==> src/rtl/ras_pkg.sv <==
// rtl/ras_pkg.sv - shared defaults and types for the return-address-stack controller
package ras_pkg;
    localparam int DEF_STACK_DEPTH = 8;
    localparam int DEF_ENTRY_SIZE  = 64;
    localparam int DEF_NUM_CKPT    = 8;
    localparam int TAIL_W          = $clog2(DEF_STACK_DEPTH);

    typedef enum logic {
        RUN     = 1'b0,
        RECOVER = 1'b1
    } ras_state_t;

    typedef struct packed {
        logic              valid;
        logic              done;
        logic [TAIL_W-1:0] tail;
    } ckpt_entry_t;
endpackage

==> src/rtl/ras_ckpt_buf.sv <==
// rtl/ras_ckpt_buf.sv - circular checkpoint buffer: allocate, resolve, squash younger, free oldest
module ras_ckpt_buf
    import ras_pkg::*;
#(
    parameter int NUM_CKPT = DEF_NUM_CKPT
) (
    input  logic                        clk_in,
    input  logic                        rst_N_in,
    input  logic                        alloc,
    input  logic [TAIL_W-1:0]           alloc_tail,
    input  logic                        resolve_valid,
    input  logic                        resolve_mispredict,
    input  logic [$clog2(NUM_CKPT)-1:0] resolve_tag,
    output logic [$clog2(NUM_CKPT)-1:0] alloc_ptr,
    output logic                        full,
    output logic                        mis_hit,
    output logic [TAIL_W-1:0]           mis_tail
);
    localparam int CW = $clog2(NUM_CKPT);

    ckpt_entry_t         ckpt [NUM_CKPT];
    logic [CW-1:0]       free_ptr;
    logic [CW-1:0]       t_age;
    logic [NUM_CKPT-1:0] valid_vec;
    logic                tag_valid;
    logic                do_resolve;
    logic                do_free;

    always_comb begin
        valid_vec = '0;
        for (int i = 0; i < NUM_CKPT; i++) valid_vec[i] = ckpt[i].valid;
    end

    // Valid entries are contiguous from free_ptr, so the slot at alloc_ptr is valid only when full.
    assign full       = valid_vec[alloc_ptr];
    assign tag_valid  = valid_vec[resolve_tag];
    assign mis_hit    = resolve_valid && resolve_mispredict && tag_valid;
    assign do_resolve = resolve_valid && !resolve_mispredict && tag_valid;
    assign mis_tail   = ckpt[resolve_tag].tail;
    assign do_free    = ckpt[free_ptr].valid && ckpt[free_ptr].done;
    assign t_age      = resolve_tag - free_ptr;

    always_ff @(posedge clk_in) begin
        if (!rst_N_in) begin
            alloc_ptr <= '0;
            free_ptr  <= '0;
            for (int i = 0; i < NUM_CKPT; i++) ckpt[i] <= '0;
        end else begin
            if (do_free) begin
                ckpt[free_ptr].valid <= 1'b0;
                free_ptr             <= free_ptr + 1'b1;
            end
            if (do_resolve) ckpt[resolve_tag].done <= 1'b1;
            if (mis_hit) begin
                ckpt[resolve_tag].done <= 1'b1;
                // Age is distance from the oldest entry; anything older-in-age than t is younger than t.
                for (int i = 0; i < NUM_CKPT; i++) begin
                    if ((CW'(i) - free_ptr) > t_age) ckpt[i].valid <= 1'b0;
                end
                alloc_ptr <= resolve_tag + 1'b1;
            end else if (alloc) begin
                ckpt[alloc_ptr] <= '{valid: 1'b1, done: 1'b0, tail: alloc_tail};
                alloc_ptr       <= alloc_ptr + 1'b1;
            end
        end
    end
endmodule

==> src/rtl/ras_ctrl.sv <==
// rtl/ras_ctrl.sv - speculative return-stack controller: push/pop on fetch, tail restore on mispredict
module ras_ctrl
    import ras_pkg::*;
#(
    parameter int STACK_DEPTH = DEF_STACK_DEPTH,
    parameter int ENTRY_SIZE  = DEF_ENTRY_SIZE,
    parameter int NUM_CKPT    = DEF_NUM_CKPT
) (
    input  logic                           clk_in,
    input  logic                           rst_N_in,
    input  logic                           fetch_valid,
    input  logic                           fetch_is_call,
    input  logic                           fetch_is_ret,
    input  logic                           fetch_is_cond,
    input  logic [ENTRY_SIZE-1:0]          fetch_pc,
    output logic                           fetch_ready,
    output logic [$clog2(NUM_CKPT)-1:0]    fetch_tag,
    input  logic                           resolve_valid,
    input  logic                           resolve_mispredict,
    input  logic [$clog2(NUM_CKPT)-1:0]    resolve_tag,
    output logic                           push,
    output logic                           pop,
    output logic                           restoreTail,
    output logic [ENTRY_SIZE-1:0]          pushee,
    output logic [$clog2(STACK_DEPTH)-1:0] newTail,
    input  logic [ENTRY_SIZE-1:0]          stack_top,
    output logic [ENTRY_SIZE-1:0]          pred_target,
    output logic                           pred_valid
);
    localparam int TW = $clog2(STACK_DEPTH);
    localparam int CW = $clog2(NUM_CKPT);

    ras_state_t    state, state_nxt;
    logic [TW-1:0] spec_tail, recover_tail, mis_tail;
    logic [CW-1:0] alloc_ptr;
    logic          ctl, ckpt_full, accept, mis_hit;

    assign ctl = fetch_is_call || fetch_is_ret || fetch_is_cond;

    ras_ckpt_buf #(.NUM_CKPT(NUM_CKPT)) u_buf (
        .clk_in             (clk_in),
        .rst_N_in           (rst_N_in),
        .alloc              (accept && ctl),
        .alloc_tail         (spec_tail),
        .resolve_valid      (resolve_valid),
        .resolve_mispredict (resolve_mispredict),
        .resolve_tag        (resolve_tag),
        .alloc_ptr          (alloc_ptr),
        .full               (ckpt_full),
        .mis_hit            (mis_hit),
        .mis_tail           (mis_tail)
    );

    // Stack-facing outputs are gated by reset so nothing leaks while the pipeline is being cleared.
    always_comb begin
        state_nxt   = state;
        restoreTail = 1'b0;
        newTail     = '0;
        fetch_ready = (state == RUN) && !resolve_mispredict && !(ctl && ckpt_full);
        accept      = rst_N_in && fetch_valid && fetch_ready;
        push        = accept && fetch_is_call;
        pop         = accept && fetch_is_ret;
        pred_valid  = accept && fetch_is_ret;
        case (state)
            RUN: begin
                if (mis_hit) state_nxt = RECOVER;
            end
            RECOVER: begin
                restoreTail = rst_N_in;
                newTail     = rst_N_in ? recover_tail : '0;
                state_nxt   = mis_hit ? RECOVER : RUN;
            end
            default: state_nxt = RUN;
        endcase
    end

    assign pushee      = fetch_pc + ENTRY_SIZE'(4);
    assign pred_target = stack_top;
    assign fetch_tag   = rst_N_in ? alloc_ptr : '0;

    always_ff @(posedge clk_in) begin
        if (!rst_N_in) begin
            state        <= RUN;
            spec_tail    <= '0;
            recover_tail <= '0;
        end else begin
            state <= state_nxt;
            if (mis_hit) recover_tail <= mis_tail;
            if (state == RECOVER)    spec_tail <= recover_tail;
            else if (push && !pop)   spec_tail <= spec_tail + 1'b1;
            else if (pop && !push)   spec_tail <= spec_tail - 1'b1;
        end
    end
endmodule
==> config.mk <==
export PLATFORM = sky130hd
export DESIGN_NAME = ras_ctrl
export DESIGN_NICKNAME = d
export VERILOG_FILES = /design/src/rtl/ras_pkg.sv /design/src/rtl/ras_ckpt_buf.sv /design/src/rtl/ras_ctrl.sv
export SDC_FILE = /design/constraint.sdc
export NUM_CORES = 1
export LEC_CHECK = 0
export BUFFER_PORTS_ARGS = -buffer_cell sky130_fd_sc_hd__buf_2
export CAP_MARGIN = 5
export CORE_AREA = 2 2 108 110
export DETAILED_ROUTE_END_ITERATION = 10
export DIE_AREA = 0 0 110 112
export PLACE_DENSITY = 0.9
export SETUP_SLACK_MARGIN = 0.05
export SYNTH_ARGS = -nofsm -noshare
export SYNTH_HDL_FRONTEND = slang
export SYNTH_SLANG_ARGS = --single-unit
==> constraint.sdc <==
create_clock -name clk_in -period 6.2 [get_ports clk_in]
set_input_delay 0.31 -clock clk_in [delete_from_list [all_inputs] [get_ports clk_in]]
set_output_delay 0.31 -clock clk_in [all_outputs]
set_load 0.01 [all_outputs]
After elaboration in Yosys (flattened, before gate mapping):

Memories as Yosys holds them, arrays and structs flattened. A register that Yosys moved wholly into a read port is not among the register bits.
Cells that the tools add are included.
W data, S select, Z words.

* muxes and demuxes: 73
* reduce and logical (&&, ||, !) cells: 25
* equal/unequal tests: 1
* add/subtract/negate cells: 15
* bitwise operators: 16
* $lt $le $gt $ge: 10

Operators by type and width (count)
* $add A64 B3 Y64 const B: 1
* $mux W1: 58
* $mux W3: 11
* $gt A3 B3 Y1: 8
* $logic_and A1 B1 Y1: 15
* $add A3 B1 Y3 const B: 4
* $sub A3 B3 Y3 const A: 4
* $or A1 B1 Y1: 9
* $lt A3 B4 Y1 const B: 2
* $bmux W1 S3: 2
* $sub A1 B3 Y3 const A: 2
* $sub A2 B3 Y3 const A: 2
* $logic_not A1 Y1: 5
* $mux W5: 1
* $reduce_or A5 Y1: 1
* $and A1 B1 Y1: 3
* $eq A3 B3 Y1: 1
* $not A1 Y1: 3
* $reduce_bool A3 Y1: 1
* $sub A3 B1 Y3 const B: 1
* $sub A3 B3 Y3: 1
* $logic_or A1 B1 Y1: 2
* $mux W2: 1
* $reduce_bool A2 Y1: 1
* $and A1 B1 Y1 const A: 1

* memories kept: 1
* word-level logic and storage cells: 145
* bits of input ports: 139
* output and inout port bits: 139
* flip-flop bits (word level): 10
* RAM bits: 40

Memories
* u_buf.ckpt: words 8, bits a word 5, read ports 10, clocked after memory_dff 2, write ports 10, RTL line ras_ckpt_buf.sv:21 `ckpt_entry_t ckpt [NUM_CKPT];`

Longest topological paths before layout:

Gate-level depths: netlist of the first run.
An unclocked memory read counts as a cell.

* depth after elaboration: 15
* gate-level depth with buffers: 12
* gate-level depth less buffers: 11

Hierarchy:

A second synthesis of the first run with hierarchy kept.

* cell total of the unflattened synthesis: 642
* area, all modules: 5422.7 um2

By module, submodules not included
* ras_ckpt_buf: area an instance 3086.7 um2, instances 1, cells an instance 326, sequential area each 1221.2 um2
* ras_ctrl: area an instance 2336.0 um2, instances 1, cells an instance 316, sequential area each 140.1 um2

Worst setup path before layout of the first run:

Ideal clock, no wire load.

* path kind: input to register
* start: input port resolve_tag[0]
* end: memory u_buf.ckpt[1][4] (netlist bit)
* stages: 12
* slack: 3387 ps
* library setup time: 116 ps
* data arrival time: 2697 ps
* required time: 6084 ps
* path buffers: 1
* cells stage by stage: buf_2 -> inv_1 -> ha_1 -> inv_1 -> fa_1 -> xor2_2 -> xnor2_1 -> inv_1 -> ha_1 -> a21oi_1 -> a311o_1 -> a41o_1

RTL lines
* start: declaration: RTL line ras_ctrl.sv:20 `input logic [$clog2(NUM_CKPT)-1:0] resolve_tag,`
* end: declaration: RTL line ras_ckpt_buf.sv:21

==> impl_metrics.ini, run 1 <==
[sta]
maxSlewHeadroom_pct = 52.1
period_share_pct = 49.4
finClkSkew_ps = 4.32
final.setup.tns_ps = 0
hold_viol = 0
fmax_mhz = 327
rsz0062_at_grt = no
setup_violations = 0
fin_crit_ps = 3060
drv_slew = 0
tightest_slew_ps = 719

[floorplanning]
ios = 278
initial_core_util_pct = 45.8
fp.dieH_um = 112
die_area_mm2 = 0.0123
rows = 39
core_area_mm2 = 0.0112
fp.dieW_um = 110

[job]
cap_violations = 0

[place]
port_buffers = 145
hpwl_um = 12500
gp_congestion = 0.916

[clock_network]
numCtsBuffers = 5
path_clk_slew_ps = 70
cts_tree = built
cts_setup_buffers = 0
cts_sinks = 56
clockRootBuffer = clkbuf_16
clock_latency_ps = 290
ctsHoldBuffers = 0
htreeDepth = 2
ctsResizeCount = 0
clock_path_buffers = 2

[critical_path]
worstPathArrival_ps = 3290
path_class = register to register
crit_required_ps = 6430
cp-start-kind = register
critPathCaptureType = register
worst-path-max-fanout = 10

[pwr]
power_leakage_nw = 2.33
power_mw = 0.843
vdd.ir_drop.worst_uv = 147
power.density_mw_per_mm2 = 152

[detailed_routing]
via_per_inst = 5.77
first_iter_violations = 359
via_count = 4680
firstDrtPassIters = 5
routed_wl_um = 15500
ant_nets = 0
wl_per_cell_um = 19.1
drcViolationCount = 0

[global_route]
grt_start_max_net_pins = 37
gr-usage-all-layers_pct = 24.4
grt_pass1_vias = 4402
antenna_found_initial = 2
grt_pass1_wl_um = 23100
grt_overflow_total = 0

[yosys]
ys_seq_area_share_pct = 26.6
synth.area.top_cells = edfxtp_1 (14%), dfxtp_1 (13%), buf_4 (10%)
yosys_register_bits = 56
yosys_warnings = 0
yosysTopAreaCellShare_pct = 14.1
async_flop_share_pct = 0
synth_cell_types = 66
postSynthAreaPerCell_um2 = 8.47
yosysTopAreaCell = edfxtp_1
synth_cells = 604
synth_fp_nets = 761
post_synth_instance_area_mm2 = 0.00511
synth_edf_count = 24
synth-main-ff-cell = dfxtp_1

[layout]
drive_gt1_share_pct = 25.8
finalNetCount = 823
layout_common_cells = buf_2 (145), nand2_1 (51), xnor2_1 (39), nand3_1 (36)
final_common_cell = buf_2
fill_cells = 1048
fin_util_pct = 49.6
area_delta_synth_final_pct = 8.32

[min_path]
hp-class = register to register

[run_status]
status = complete, no violations
-- power breakdown --
group          switching (mW)  total (mW)  internal, mW
Clock                   0.127       0.274         0.147
Combinational           0.100       0.170        0.0694
Sequential            0.00766       0.399         0.392
-- final timing paths --
| check | endpoint | start | depth (start not counted) | slack [ps] |
|---|---|---|---|---|
| worst min register to register | u_buf.ckpt[3][3]$_SDFF_PP0_ | u_buf.ckpt[3][3]$_SDFF_PP0_ | 2 | 490 |
| worst min-delay path | u_buf.ckpt[3][3]$_SDFF_PP0_ | u_buf.ckpt[3][3]$_SDFF_PP0_ | 2 | 490 |
| worst max register to register | u_buf.ckpt[4][4]$_SDFFE_PP1P_ | u_buf.free_ptr[0]$_SDFFE_PN0P_ | 10 | 3140 |
| worst max-delay path | u_buf.ckpt[4][4]$_SDFFE_PP1P_ | u_buf.free_ptr[0]$_SDFFE_PN0P_ | 10 | 3140 |
-- Yosys cell counts (11+ instances only) --
cell,number
nand4_1,23
nand2_1,51
buf_4,68
xnor2_1,39
nor4_1,12
nor2_1,28
edfxtp_1,24
ha_1,16
clkbuf_1,12
inv_1,25
dfxtp_1,32
o21ai_0,14
mux2i_1,11
xor2_1,32
and2_1,32
and3_1,12
nand3_1,36
nor3_1,23
-- metrics by stage --
stage                     hold WS [ps]  cells  setup slack [ps]  cell area [um^2]
after floorplan                    444    604              3390              5110
after global placement             471    802              3050              5400
after detailed placement           470    802              2940              5400
after CTS                          483    810              3150              5540
after global routing               499    811              2870              5540
final                              486    811              3140              5540
-- flip-flops by register name, summed over array words and instances (netlist names), named ones only --
signal and cells:
u_buf.alloc_ptr 3, recover_tail 3, u_buf.ckpt 40, state 1, u_buf.free_ptr 3, spec_tail 3
-- kinds of logic (layout without fill, tap and decap cells) --
family	after synthesis	after routing	synth area share, %
and+or+nand+nor	256	256	27.6
buffers and inverters	116	179	14.1
DFF	56	56	26.6
other	0	1	0
xor gates and xnor gates	72	72	12.5
AOI/OAI and AO/OA	66	66	9.30
muxes	18	18	4.80
adders and majority gates	20	20	5.09
-- layout make-up --
| type | instances | area [um^2] | share of cell area, % |
|---|---|---|---|
| Sequential cell | 56 | 1360 | 24.6 |
| Inverter | 25 | 93.8 | 1.69 |
| Clock buffer | 5 | 125 | 2.26 |
| Antenna cell | 1 | 2.50 | 0.0452 |
| Tap cell | 143 | 179 | 3.23 |
| Timing Repair Buffer | 146 | 733 | 13.2 |
| Multi-Input combinational cell | 432 | 3030 | 54.7 |
| Clock inverter | 3 | 13.8 | 0.248 |
-- worst max-delay path: stages (launching register included) --
cell and delay (ps):
dfxtp_1 560, ha_1 240, inv_1 80, fa_1 410
xor2_2 200, xnor2_1 420, inv_1 90, ha_1 350
nor2b_1 60, o311ai_0 340, a41o_1 250
-- routing by layer --
layer  part of all wire (%)  GRT usage, %  wire length, um
met5                  0.084             0               13
met4                    3.8          10.9              580
met3                     11          8.72             1670
met2                     47          40.0             7330
met1                     38          28.3             5860
(Power assumes the default switching activity.)
==> run 2, diff against run 1 <==
Settings changed: CORE_AREA 2 2 108 110 to default, CORE_UTILIZATION from default to 42, DIE_AREA 0 0 110 112 to default, PLACE_DENSITY 0.9 to 0.87.
Clock period 6.2 ns to 2.75 ns, I/O delays scaled along.
==> run 2 against run 1 <==
The run now ends with design-rule violations left. Combinational power grew 130%. Worst setup slack lost 2900 ps. Non-clock buffer count grew 17. Critical path depth is the same. Global-route usage shrank 0.28 points. Sequential power grew 120%. Register-to-register slack lost 2900 ps. Core utilization shrank 0.71 points. Count of clock-buffer cells in the layout grew 3. First-iteration DRC count grew 15%. Hold slack lost 210 ps. Largest power group unchanged. Highest routed layer unchanged.
==> impl_metrics.ini, run 2 (synthesized netlist as in run 1, its figures left out) <==
[sta]
finClkSkew_ps = 5.37
rsz0062_at_grt = yes
fmax_mhz = 398
period_share_pct = 91.3
fin_crit_ps = 2510
setup_violations = 0
tightest_slew_ps = 592
hold_viol = 0
drv_slew = 0
final.setup.tns_ps = 0
maxSlewHeadroom_pct = 60.2

[job]
cap_violations = 0

[min_path]
hold_depth = 0
hp-class = input port to primary output

[place]
gp_congestion = 0.976
port_buffers = 145
hpwl_um = 12600

[detailed_routing]
via_per_inst = 5.77
via_count = 4768
wl_per_cell_um = 18.6
ant_nets = 0
first_iter_violations = 414
drcViolationCount = 20
firstDrtPassIters = 8
routed_wl_um = 15400

[clock_network]
cts_sinks = 56
path_clk_slew_ps = 70
cts_tree = built
clock_latency_ps = 290
htreeDepth = 2
clockRootBuffer = clkbuf_16
cts_setup_buffers = 0
ctsHoldBuffers = 0
numCtsBuffers = 5
clock_path_buffers = 2

[layout]
antennaDiodeCount = 0
largest_reg_flops = 40
final_common_cell = buf_2
area_delta_synth_final_pct = 11.4
drive_gt1_share_pct = 27.9
top_register = u_buf.ckpt
layout_common_cells = buf_2 (145), nand2_1 (51), xnor2_1 (38), nand3_1 (36)
finalNetCount = 840
fin_util_pct = 48.9

[pwr]
comb_power_share_pct = 20.3
power_leakage_nw = 2.43
p_switching_mw = 0.515
pwr-share-clk_pct = 33.8
vdd.ir_drop.worst_uv = 307
switching_share_pct = 26.3
power.density_mw_per_mm2 = 343
pwr-share-seq_pct = 45.8
p_int_mw = 1.44

[run_status]
status = finished with violations
violations = design-rule violations

[global_route]
grt_pass1_vias = 4493
use_met3_pct = 6.10
antenna_found_initial = 1
grt_pass1_wl_um = 23800
gr-usage-met2_pct = 42.7
gr-usage-all-layers_pct = 24.1
grt_overflow_total = 0
use_met1_pct = 28.3
grt_start_max_net_pins = 36
top_usage_layer = met2

[critical_path]
crit_required_ps = 2950
reg2reg_depth = 10
worst-path-max-fanout = 6
worstPathCellList = mux2i_1 > mux4_2 > nor2_1 > nor4_2 > nand3b_1 > fa_1 > xnor2_1 > nand3_1 > xor2_1 > o31ai_1
path_class = register to register
cp-start-kind = register
worstPathArrival_ps = 2710
critPathCaptureType = register
cpMaxStageDelayCell = dfxtp_2
cp_slowest_stage_delay_ps = 400

[floorplanning]
fp.dieH_um = 112
core_area_mm2 = 0.0117
ios = 278
fp.dieW_um = 112
die_area_mm2 = 0.0126
initial_core_util_pct = 43.8
rows = 39
==> run 2: final timing paths <==
check	endpoint	startpoint	slack, ps
setup reg to reg	spec_tail[2]$_SDFFE_PN0P_	u_buf.alloc_ptr[1]$_SDFFE_PN0P_	240
setup / recovery	spec_tail[2]$_SDFFE_PN0P_	u_buf.alloc_ptr[1]$_SDFFE_PN0P_	240
hold / removal	pred_target[12]	stack_top[12]	280
hold reg to reg	u_buf.ckpt[6][3]$_SDFF_PP0_	u_buf.ckpt[6][3]$_SDFF_PP0_	490
==> run 2: final cells by class <==
| type | instances | area (um^2) |
|---|---|---|
| multi-input cells | 432 | 3040 |
| repair buffers | 163 | 861 |
| inverters | 25 | 93.8 |
| fillers | 1093 | 5960 |
| clock buffers | 8 | 158 |
| flip-flops and latches | 56 | 1360 |
| well taps | 143 | 179 |
==> run 2: per-stage QoR <==
stage | cells | worst slack, ps | area (um^2) | hold WS [ps] | power (mW)
2_1_floorplan | 604 | 109 | 5110 | 319 | 1.21
3_3_place_gp | 819 | 252 | 5530 | 275 | 1.30
3_5_place_dp | 819 | 118 | 5530 | 275 | 1.31
4_1_cts | 827 | 59.4 | 5680 | 275 | 1.96
5_1_grt | 827 | 14.7 | 5700 | 275 | 2.03
6_report | 827 | 239 | 5700 | 275 | 1.96
==> run 2: what timing repair did <==
action                                  4_1_cts  5_1_grt
resized for setup                             0        3
hold endpoints to repair                      0        0
endpoints found under the setup margin        0        4
==> run 2: per-layer routing <==
metal,share of wire (%),vias to the layer above
met3,9.5,37
met2,50,274
met5,0.085,-
li1,-,2244
met1,38,2211
met4,2.9,2
==> run 2: critical path: cells and delay by family (launching register included) <==
kind,cells,cell delay [ps]
flip-flops,1,400
AND/OR/NAND/NOR,4,530
XOR/XNOR,2,330
AO/OA/AOI/OAI,1,190
multiplexers,2,580
adder cells (fa/ha/maj),1,400
==> run 2: power by group through the flow <==
stage	clock (mW)	sequential, mW	combinational [mW]
4_1_cts	0.671	0.896	0.395
6_report	0.662	0.897	0.398
2_1_floorplan	0	0.909	0.304
5_1_grt	0.706	0.898	0.430
3_3_place_gp	0	0.915	0.386
3_5_place_dp	0	0.915	0.392
